$ cat src/rtl/station_dest_tracker.sv
// Destination tracker downstream of the barcode decoder: compares decoded station
// IDs against the host-commanded destination, counts stations and flags timeouts.
module station_dest_tracker #(
  parameter int unsigned TMO_CYC = 50_000_000,
  parameter int unsigned TMO_W   = 26
) (
  input  logic       clk,
  input  logic       rst,
  input  logic       dest_vld,
  input  logic [5:0] dest_ID,
  input  logic       abort,
  input  logic       ID_vld,
  input  logic [7:0] ID,
  output logic       clr_ID_vld,
  output logic       in_transit,
  output logic       at_dest,
  output logic       tmo_err,
  output logic [7:0] stn_cnt,
  output logic [5:0] last_ID
);

  localparam logic [TMO_W-1:0] TMO_LAST = TMO_W'(TMO_CYC - 1);

  typedef enum logic [1:0] {S_IDLE, S_ARMED, S_CHECK, S_DONE} state_t;

  state_t           r_state;
  logic [TMO_W-1:0] r_timer;
  logic [5:0]       r_dest;
  logic             r_id_vld_q;
  logic [7:0]       r_id_q;
  logic             r_clr;
  logic             r_in_transit;
  logic             r_at_dest;
  logic             r_tmo_err;
  logic [7:0]       r_stn_cnt;
  logic [5:0]       r_last_id;

  state_t w_nxt;
  logic   w_id_edge;
  logic   w_tmo;
  logic   w_id_ok;
  logic   w_ctl;

  assign w_id_edge = ID_vld & ~r_id_vld_q;
  assign w_tmo     = (r_timer == TMO_LAST);
  assign w_id_ok   = (r_id_q[7:6] == 2'b00);
  // abort and dest_vld pre-empt every state-local action
  assign w_ctl     = abort | dest_vld;

  always_comb begin
    w_nxt = r_state;
    if (abort) begin
      w_nxt = S_IDLE;
    end else if (dest_vld) begin
      w_nxt = S_ARMED;
    end else begin
      case (r_state)
        S_ARMED: begin
          if (w_id_edge)  w_nxt = S_CHECK;
          else if (w_tmo) w_nxt = S_IDLE;
        end
        S_CHECK: w_nxt = (w_id_ok && (r_id_q[5:0] == r_dest)) ? S_DONE : S_ARMED;
        default: w_nxt = r_state;
      endcase
    end
  end

  always_ff @(posedge clk) begin
    if (rst) begin
      r_state      <= S_IDLE;
      r_timer      <= '0;
      r_dest       <= '0;
      r_id_vld_q   <= 1'b0;
      r_id_q       <= '0;
      r_clr        <= 1'b0;
      r_in_transit <= 1'b0;
      r_at_dest    <= 1'b0;
      r_tmo_err    <= 1'b0;
      r_stn_cnt    <= '0;
      r_last_id    <= '0;
    end else begin
      r_state      <= w_nxt;
      r_id_vld_q   <= ID_vld;
      if (w_id_edge) r_id_q <= ID;
      // DONE still acknowledges IDs to the decoder without counting them
      r_clr        <= (w_nxt == S_CHECK) |
                      ((r_state == S_DONE) & w_id_edge & ~w_ctl);
      r_in_transit <= (w_nxt == S_ARMED) | (w_nxt == S_CHECK);
      r_at_dest    <= (w_nxt == S_DONE);

      if (!abort && dest_vld) begin
        r_dest    <= dest_ID;
        r_stn_cnt <= '0;
        r_timer   <= '0;
        r_tmo_err <= 1'b0;
      end else if (!abort) begin
        case (r_state)
          S_ARMED: begin
            r_timer <= r_timer + TMO_W'(1);
            if (!w_id_edge && w_tmo) r_tmo_err <= 1'b1;
          end
          S_CHECK: begin
            r_timer <= '0;
            if (w_id_ok) begin
              if (r_stn_cnt != 8'hFF) r_stn_cnt <= r_stn_cnt + 8'd1;
              r_last_id <= r_id_q[5:0];
            end
          end
          default: ;
        endcase
      end
    end
  end

  assign clr_ID_vld = r_clr;
  assign in_transit = r_in_transit;
  assign at_dest    = r_at_dest;
  assign tmo_err    = r_tmo_err;
  assign stn_cnt    = r_stn_cnt;
  assign last_ID    = r_last_id;

endmodule

$ cat config.mk
export PLATFORM = sky130hd
export DESIGN_NAME = station_dest_tracker
export DESIGN_NICKNAME = d
export VERILOG_FILES = /design/src/rtl/station_dest_tracker.sv
export SDC_FILE = /design/constraint.sdc
export NUM_CORES = 1
export LEC_CHECK = 0
export BUFFER_PORTS_ARGS = -buffer_cell sky130_fd_sc_hd__clkbuf_2
export CORE_MARGIN = 3
export CORE_UTILIZATION = 45
export CTS_BUF_LIST = sky130_fd_sc_hd__clkbuf_16
export DETAILED_ROUTE_END_ITERATION = 6
export GPL_TIMING_DRIVEN = 0
export HOLD_SLACK_MARGIN = 0.08
export PLACE_DENSITY = 0.73
export RECOVER_POWER = 50
export SYNTH_ARGS = -nofsm -noshare
export SYNTH_HDL_FRONTEND = slang
export SYNTH_SLANG_ARGS = --single-unit
export TNS_END_PERCENT = 1
$ cat constraint.sdc
create_clock -name clk -period 2.84 [get_ports clk]
set_clock_uncertainty 0.2 [all_clocks]
set_input_delay 0.284 -clock clk [delete_from_list [all_inputs] [get_ports clk]]
set_output_delay 0.284 -clock clk [all_outputs]
set_load 0.05 [all_outputs]
==> flow_summary.ini, run 1 <==
[cells_and_area]
area.growth.synth_to_final_pct = 23.6
nNetsFinal = 410
diodes = 0
multiInputGateArea_um2 = 1500
instances_no_fill = 464
final_common_cell = dfxtp_1
drive_gt1_frac = 0.118
n_fill_cell = 553
final_cell_mix = dfxtp_1, nor2_1, clkbuf_1
seq_area_um2 = 1220

[synth]
synth_edf_count = 0
synth_ff_type = dfxtp_1
async_flop_share = 0
avgSynthCellArea_um2 = 8.87
ys_ff_latch = 61
yosysSeqAreaShare = 0.428
syn_area_um2 = 2860
syn-instance-count = 322
synth_warnings = 0
synth.distinct_cells = 49
synth_fp_nets = 348

[placement]
portBuffers = 36
dp_hpwl_um = 4480
dp.cells = 433
gp_congestion = 0.805

[hold_path]
min_from = rst
hold_path.class = in2reg
hold_depth = 4
hold_path_end = stn_cnt[5]

[sta]
worstMarginPinSlew_ns = 0.639
layout_min_cycle_time_ns = 2.68
fmax_ghz = 0.373
setup_tns_ns = 0
hold_viol = 0
setup_viol = 0
drv_slew = 0
relSlewSlack = 0.576
finalCritPeriodShare = 0.943

[setup_path]
critPathKind = reg2reg
worstPathArrival_ns = 2.73
startpoint_type = flip-flop
path_cells = inv_1, ha_1, nand4bb_4, or3_1, buf_2, or4_1, a21oi_1
worst_r2r_path_depth = 7
cp.required_ns = 2.89
r2r_start = r_state[0]
crit_start = r_state[0]
reg2reg_setup_slack_ns = 0.16
worst_path_largest_cell_delay_ns = 0.49
r2r-end = r_timer[23]
critical_path.slowest_cell = or4_1
critPathCaptureType = flip-flop
worstPathMaxFanout = 10

[drt]
drtAntennaViolNets = 0
wl_per_cell_um = 14.1
viasPerCell = 5.49
wirelength_um = 6530
vias = 2549
drt_iter0_drc = 110
drc = 0
dr.pass1.iters = 4

[cts]
cts_setup_buffers = 0
htree_levels = 3
cts_tree = yes
clock_sinks = 61
cts_max_path_buffers = 2
clock_latency_ns = 0.33
cts-root-buf = clkbuf_16
clkTransAtPathRegs_ns = 0.05
numCtsBuffers = 9

[die]
die-area_um2 = 7340
die_x_um = 85.7
rows = 28
initial_utilization = 0.474
die_height_um = 85.7
ios = 37
core_um2 = 6030

[power_and_ir_drop]
power_w = 0.00204
vdd_drop_max_mv = 0.374
power_leakage_nw = 1.28
power.density_nw_per_um2 = 577

[global_route]
antenna_found_initial = 0
grt_max_degree = 11
grt_usage = 0.191
overflow = 0
grt_pass1_wl_um = 11100
first_global_vias = 2424

[outcome]
outcome = complete, no violations

[job]
cap_violations = 0
[worst max path at each step]
stage / end / slack, ns
4_1_cts: r_timer[23] / 0.09
5_1_grt: r_timer[15] / -0.0005
3_3_place_gp: r_timer[15] / 0.13
3_5_place_dp: r_timer[23] / 0.12
2_1_floorplan: r_timer[16] / 0.40
6_report: r_timer[23] / 0.16
[logic make-up after synthesis]
group | share of synthesized area
XOR/XNOR | 0.0583
flip-flops | 0.428
adder cells (fa/ha/maj) | 0.0307
multiplexers | 0.0526
AO/OA/AOI/OAI | 0.124
AND/OR/NAND/NOR | 0.258
buffers and inverters | 0.0491
[layer usage]
metal | vias to the layer above | GRT usage | share of wire
li1 | 1283 | - | -
met1 | 1181 | 0.248 | 0.46
met2 | 70 | 0.290 | 0.46
met3 | 15 | 0.0605 | 0.056
met4 | 0 | 0.0835 | 0.023
met5 | - | 0 | 0
[critical path, delay by kind of cell (launching register included)]
kind	cells	cell delay (ns)
AND/OR/NAND/NOR	3	1.16
adder cells (fa/ha/maj)	1	0.40
flip-flops	1	0.41
buffers and inverters	2	0.28
AO/OA/AOI/OAI	1	0.15
[flip-flops by register name, summed over array words and instances (netlist names)]
signal / flops
at_dest: 1
tmo_err: 1
in_transit: 1
last_ID: 6
r_dest: 6
r_id_vld_q: 1
r_state: 2
stn_cnt: 8
r_id_q: 8
r_timer: 26
clr_ID_vld: 1
[synthesized netlist by cell type, types with 2 or more instances]
master	n	area [um2]
xnor2_1	9	78.8
nor2b_1	4	25.0
nor4_1	9	56.3
nand3b_1	2	15.0
a21oi_1	26	130
or2_2	6	37.5
nor3_1	2	10.0
a31oi_1	2	12.5
a211oi_1	2	15.0
nand3_1	11	55.1
dfxtp_1	61	1220
nand2_1	26	97.6
inv_1	12	45.0
mux2i_1	15	150
nor2_1	34	128
nand2b_1	2	12.5
nor3b_1	2	15.0
or4_1	11	82.6
xor2_1	10	87.6
ha_1	7	87.6
buf_6	4	45.0
or3_1	4	25.0
or3_2	2	15.0
nand4_1	8	50.1
clkbuf_1	10	37.5
buf_1	2	7.51
o31ai_1	12	90.1
o21ai_0	6	30.0
[per-stage QoR]
step / cell area (um2) / hold slack (ns) / setup WS [ns] / utilization
6_report: 3530 / 0.152 / 0.162 / 0.586
5_1_grt: 3530 / 0.179 / -0.000533 / 0.586
4_1_cts: 3560 / 0.149 / 0.0935 / 0.591
3_5_place_dp: 3130 / 0.273 / 0.117 / 0.520
3_3_place_gp: 3130 / 0.259 / 0.132 / 0.520
2_1_floorplan: 2860 / 0.212 / 0.405 / -
[power breakdown]
group          leakage (nW)  switching (W)  internal (W)
Clock                 0.139       0.000374      0.000664
Sequential            0.494      0.0000124      0.000871
Combinational         0.647      0.0000640     0.0000533
Total                  1.28       0.000450       0.00159
[layout make-up]
| class | count | share of cell area |
|---|---|---|
| clock buffers | 9 | 0.0638 |
| well taps | 75 | 0.0266 |
| multi-input cells | 232 | 0.426 |
| inverters | 12 | 0.0128 |
| flip-flops and latches | 61 | 0.346 |
| clock inverters | 7 | 0.0163 |
| plain buffers | 17 | 0.0227 |
| repair buffers | 51 | 0.0865 |
[what timing repair did]
item	CTS	global route
setup endpoints to repair	0	2
hold buffers	15	0
endpoints found under the hold margin	15	0
gates resized for setup	0	1
No activity file was read; power rests on OpenSTA's default activity.
==> run 2, diff against run 1 <==
==> constraint.sdc (replaced) <==
create_clock -name clk -period 2.84 [get_ports clk]
set_clock_uncertainty 0.2 [all_clocks]
set_input_delay 0.71 -clock clk [delete_from_list [all_inputs] [get_ports clk]]
set_output_delay 0.71 -clock clk [all_outputs]
set_load 0.05 [all_outputs]
==> run 2 against run 1 <==
Effect of this change: sequential share of layout area up 1.5 points; count of clock-buffer cells in the layout unchanged; critical path type unchanged; combinational power down 16%; via count down 2.4%; clock power about the same; core utilization down 2.5 points; worst setup slack worse by 0.023 ns; sequential power about the same; die area unchanged; final cell count down 3.2%; hold slack better by 0.13 ns; highest routed layer unchanged.
==> flow_summary.ini, run 2 (synthesized netlist as in run 1, its figures left out) <==
[sta]
finalCritPeriodShare = 0.951
worstMarginPinSlew_ns = 0.609
drv_slew = 0
relSlewSlack = 0.596
fmax_ghz = 0.370
setup_viol = 0
layout_min_cycle_time_ns = 2.70
hold_viol = 0

[placement]
post_dp_cell_area_um2 = 3130
dp_hpwl_um = 4480
portBuffers = 36
gp_congestion = 0.805
dp.cells = 433

[die]
ios = 37
die_x_um = 85.7
rows = 28
initial_utilization = 0.474
die_height_um = 85.7
core_um2 = 6030
die-area_um2 = 7340

[drt]
wirelength_um = 6290
drc = 0
dr.pass1.iters = 4
viasPerCell = 5.54
vias = 2487
drt_iter0_drc = 98
drtAntennaViolNets = 0
wl_per_cell_um = 14.0

[global_route]
overflow = 0
antenna_found_initial = 0
grt_usage = 0.182
grt_pass1_wl_um = 10600
grt_max_degree = 11
first_global_vias = 2391

[setup_path]
startpoint_type = flip-flop
crit_family = simple AND/OR/NAND/NOR gates
worstPathArrival_ns = 2.76
cp_num_buf_inv = 2
r2r_start = r_state[0]
crit_start = r_state[0]
worstPathMaxFanout = 10
cp.required_ns = 2.90
critPathCaptureType = flip-flop
path_cells = inv_1, ha_1, or3b_4, or3_4, buf_6, or4_1, a21oi_1
worst_path_largest_cell_delay_ns = 0.45
critPathKind = reg2reg
critical_path.slowest_cell = or3b_4

[cells_and_area]
final_common_cell = dfxtp_1
nNetsFinal = 395
top_register = r_timer
n_fill_cell = 578
utilization = 0.561
area.growth.synth_to_final_pct = 18.4
diodes = 0
largest_reg_flops = 26
instances_no_fill = 449
drive_gt1_frac = 0.123
final_cell_mix = dfxtp_1, clkbuf_1, nor2_1
design_area_um2 = 3380

[cts]
clkTransAtPathRegs_ns = 0.05
cts_resized = 0
cts_setup_buffers = 0
htree_levels = 3
clock_sinks = 61
numCtsBuffers = 9
cts_tree = yes
hold_buffers = 0
clock_latency_ns = 0.33
cts_max_path_buffers = 2
cts-root-buf = clkbuf_16

[power_and_ir_drop]
power_leakage_nw = 1.22
vdd_drop_max_mv = 0.374
power.density_nw_per_um2 = 596

[hold_path]
hold_path.class = reg2reg
min_from = r_id_q[6]

[job]
cap_violations = 0

[outcome]
outcome = complete, no violations
## run 2: area by class of cell
class,instances,area [um2],share of cell area
clock inverters,7,57.6,0.0170
repair buffers,36,154,0.0455
inverters,12,45.0,0.0133
multi-input cells,232,1510,0.445
well taps,75,93.8,0.0277
flip-flops and latches,61,1220,0.361
plain buffers,17,80.1,0.0237
clock buffers,9,225,0.0666
## run 2: worst min-delay path: cells and delay by family, from the launching register on
kind	cells	cell delay, ns
AOI/OAI and AO/OA	1	0.05
and+or+nand+nor	1	0.06
DFF	1	0.32
## run 2: per-layer routing
metal | global-route usage | wire length [um] | part of all wire
met1 | 0.236 | 3060 | 0.49
met2 | 0.278 | 2810 | 0.45
met5 | 0 | 0 | 0
met4 | 0.0777 | 128 | 0.020
met3 | 0.0605 | 291 | 0.046
## run 2: power by group
group,total [W],switching (W),internal (W)
Sequential,0.000884,0.0000126,0.000871
Clock,0.00103,0.000371,0.000664
Combinational,0.0000982,0.0000596,0.0000386
Total,0.00202,0.000443,0.00157
## run 2: worst paths after layout
kind                                     to  cells past startpoint  slack (ns)
worst max register to register  r_timer[18]                      7        0.14
worst min register to register    r_id_q[6]                      2        0.28
worst min-delay path              r_id_q[6]                      2        0.28
worst max-delay path            r_timer[18]                      7        0.14
## run 2: per-stage QoR
step | TNS (ns) | setup slack [ns] | hold WS [ns] | power, W
after floorplan | 0 | 0.336 | 0.245 | 0.000967
after global placement | 0 | 0.132 | 0.259 | 0.00100
after detailed placement | 0 | 0.117 | 0.273 | 0.00100
after CTS | 0 | 0.0935 | 0.280 | 0.00204
after global routing | -0.00157 | -0.00136 | 0.303 | 0.00209
final | 0 | 0.138 | 0.279 | 0.00202
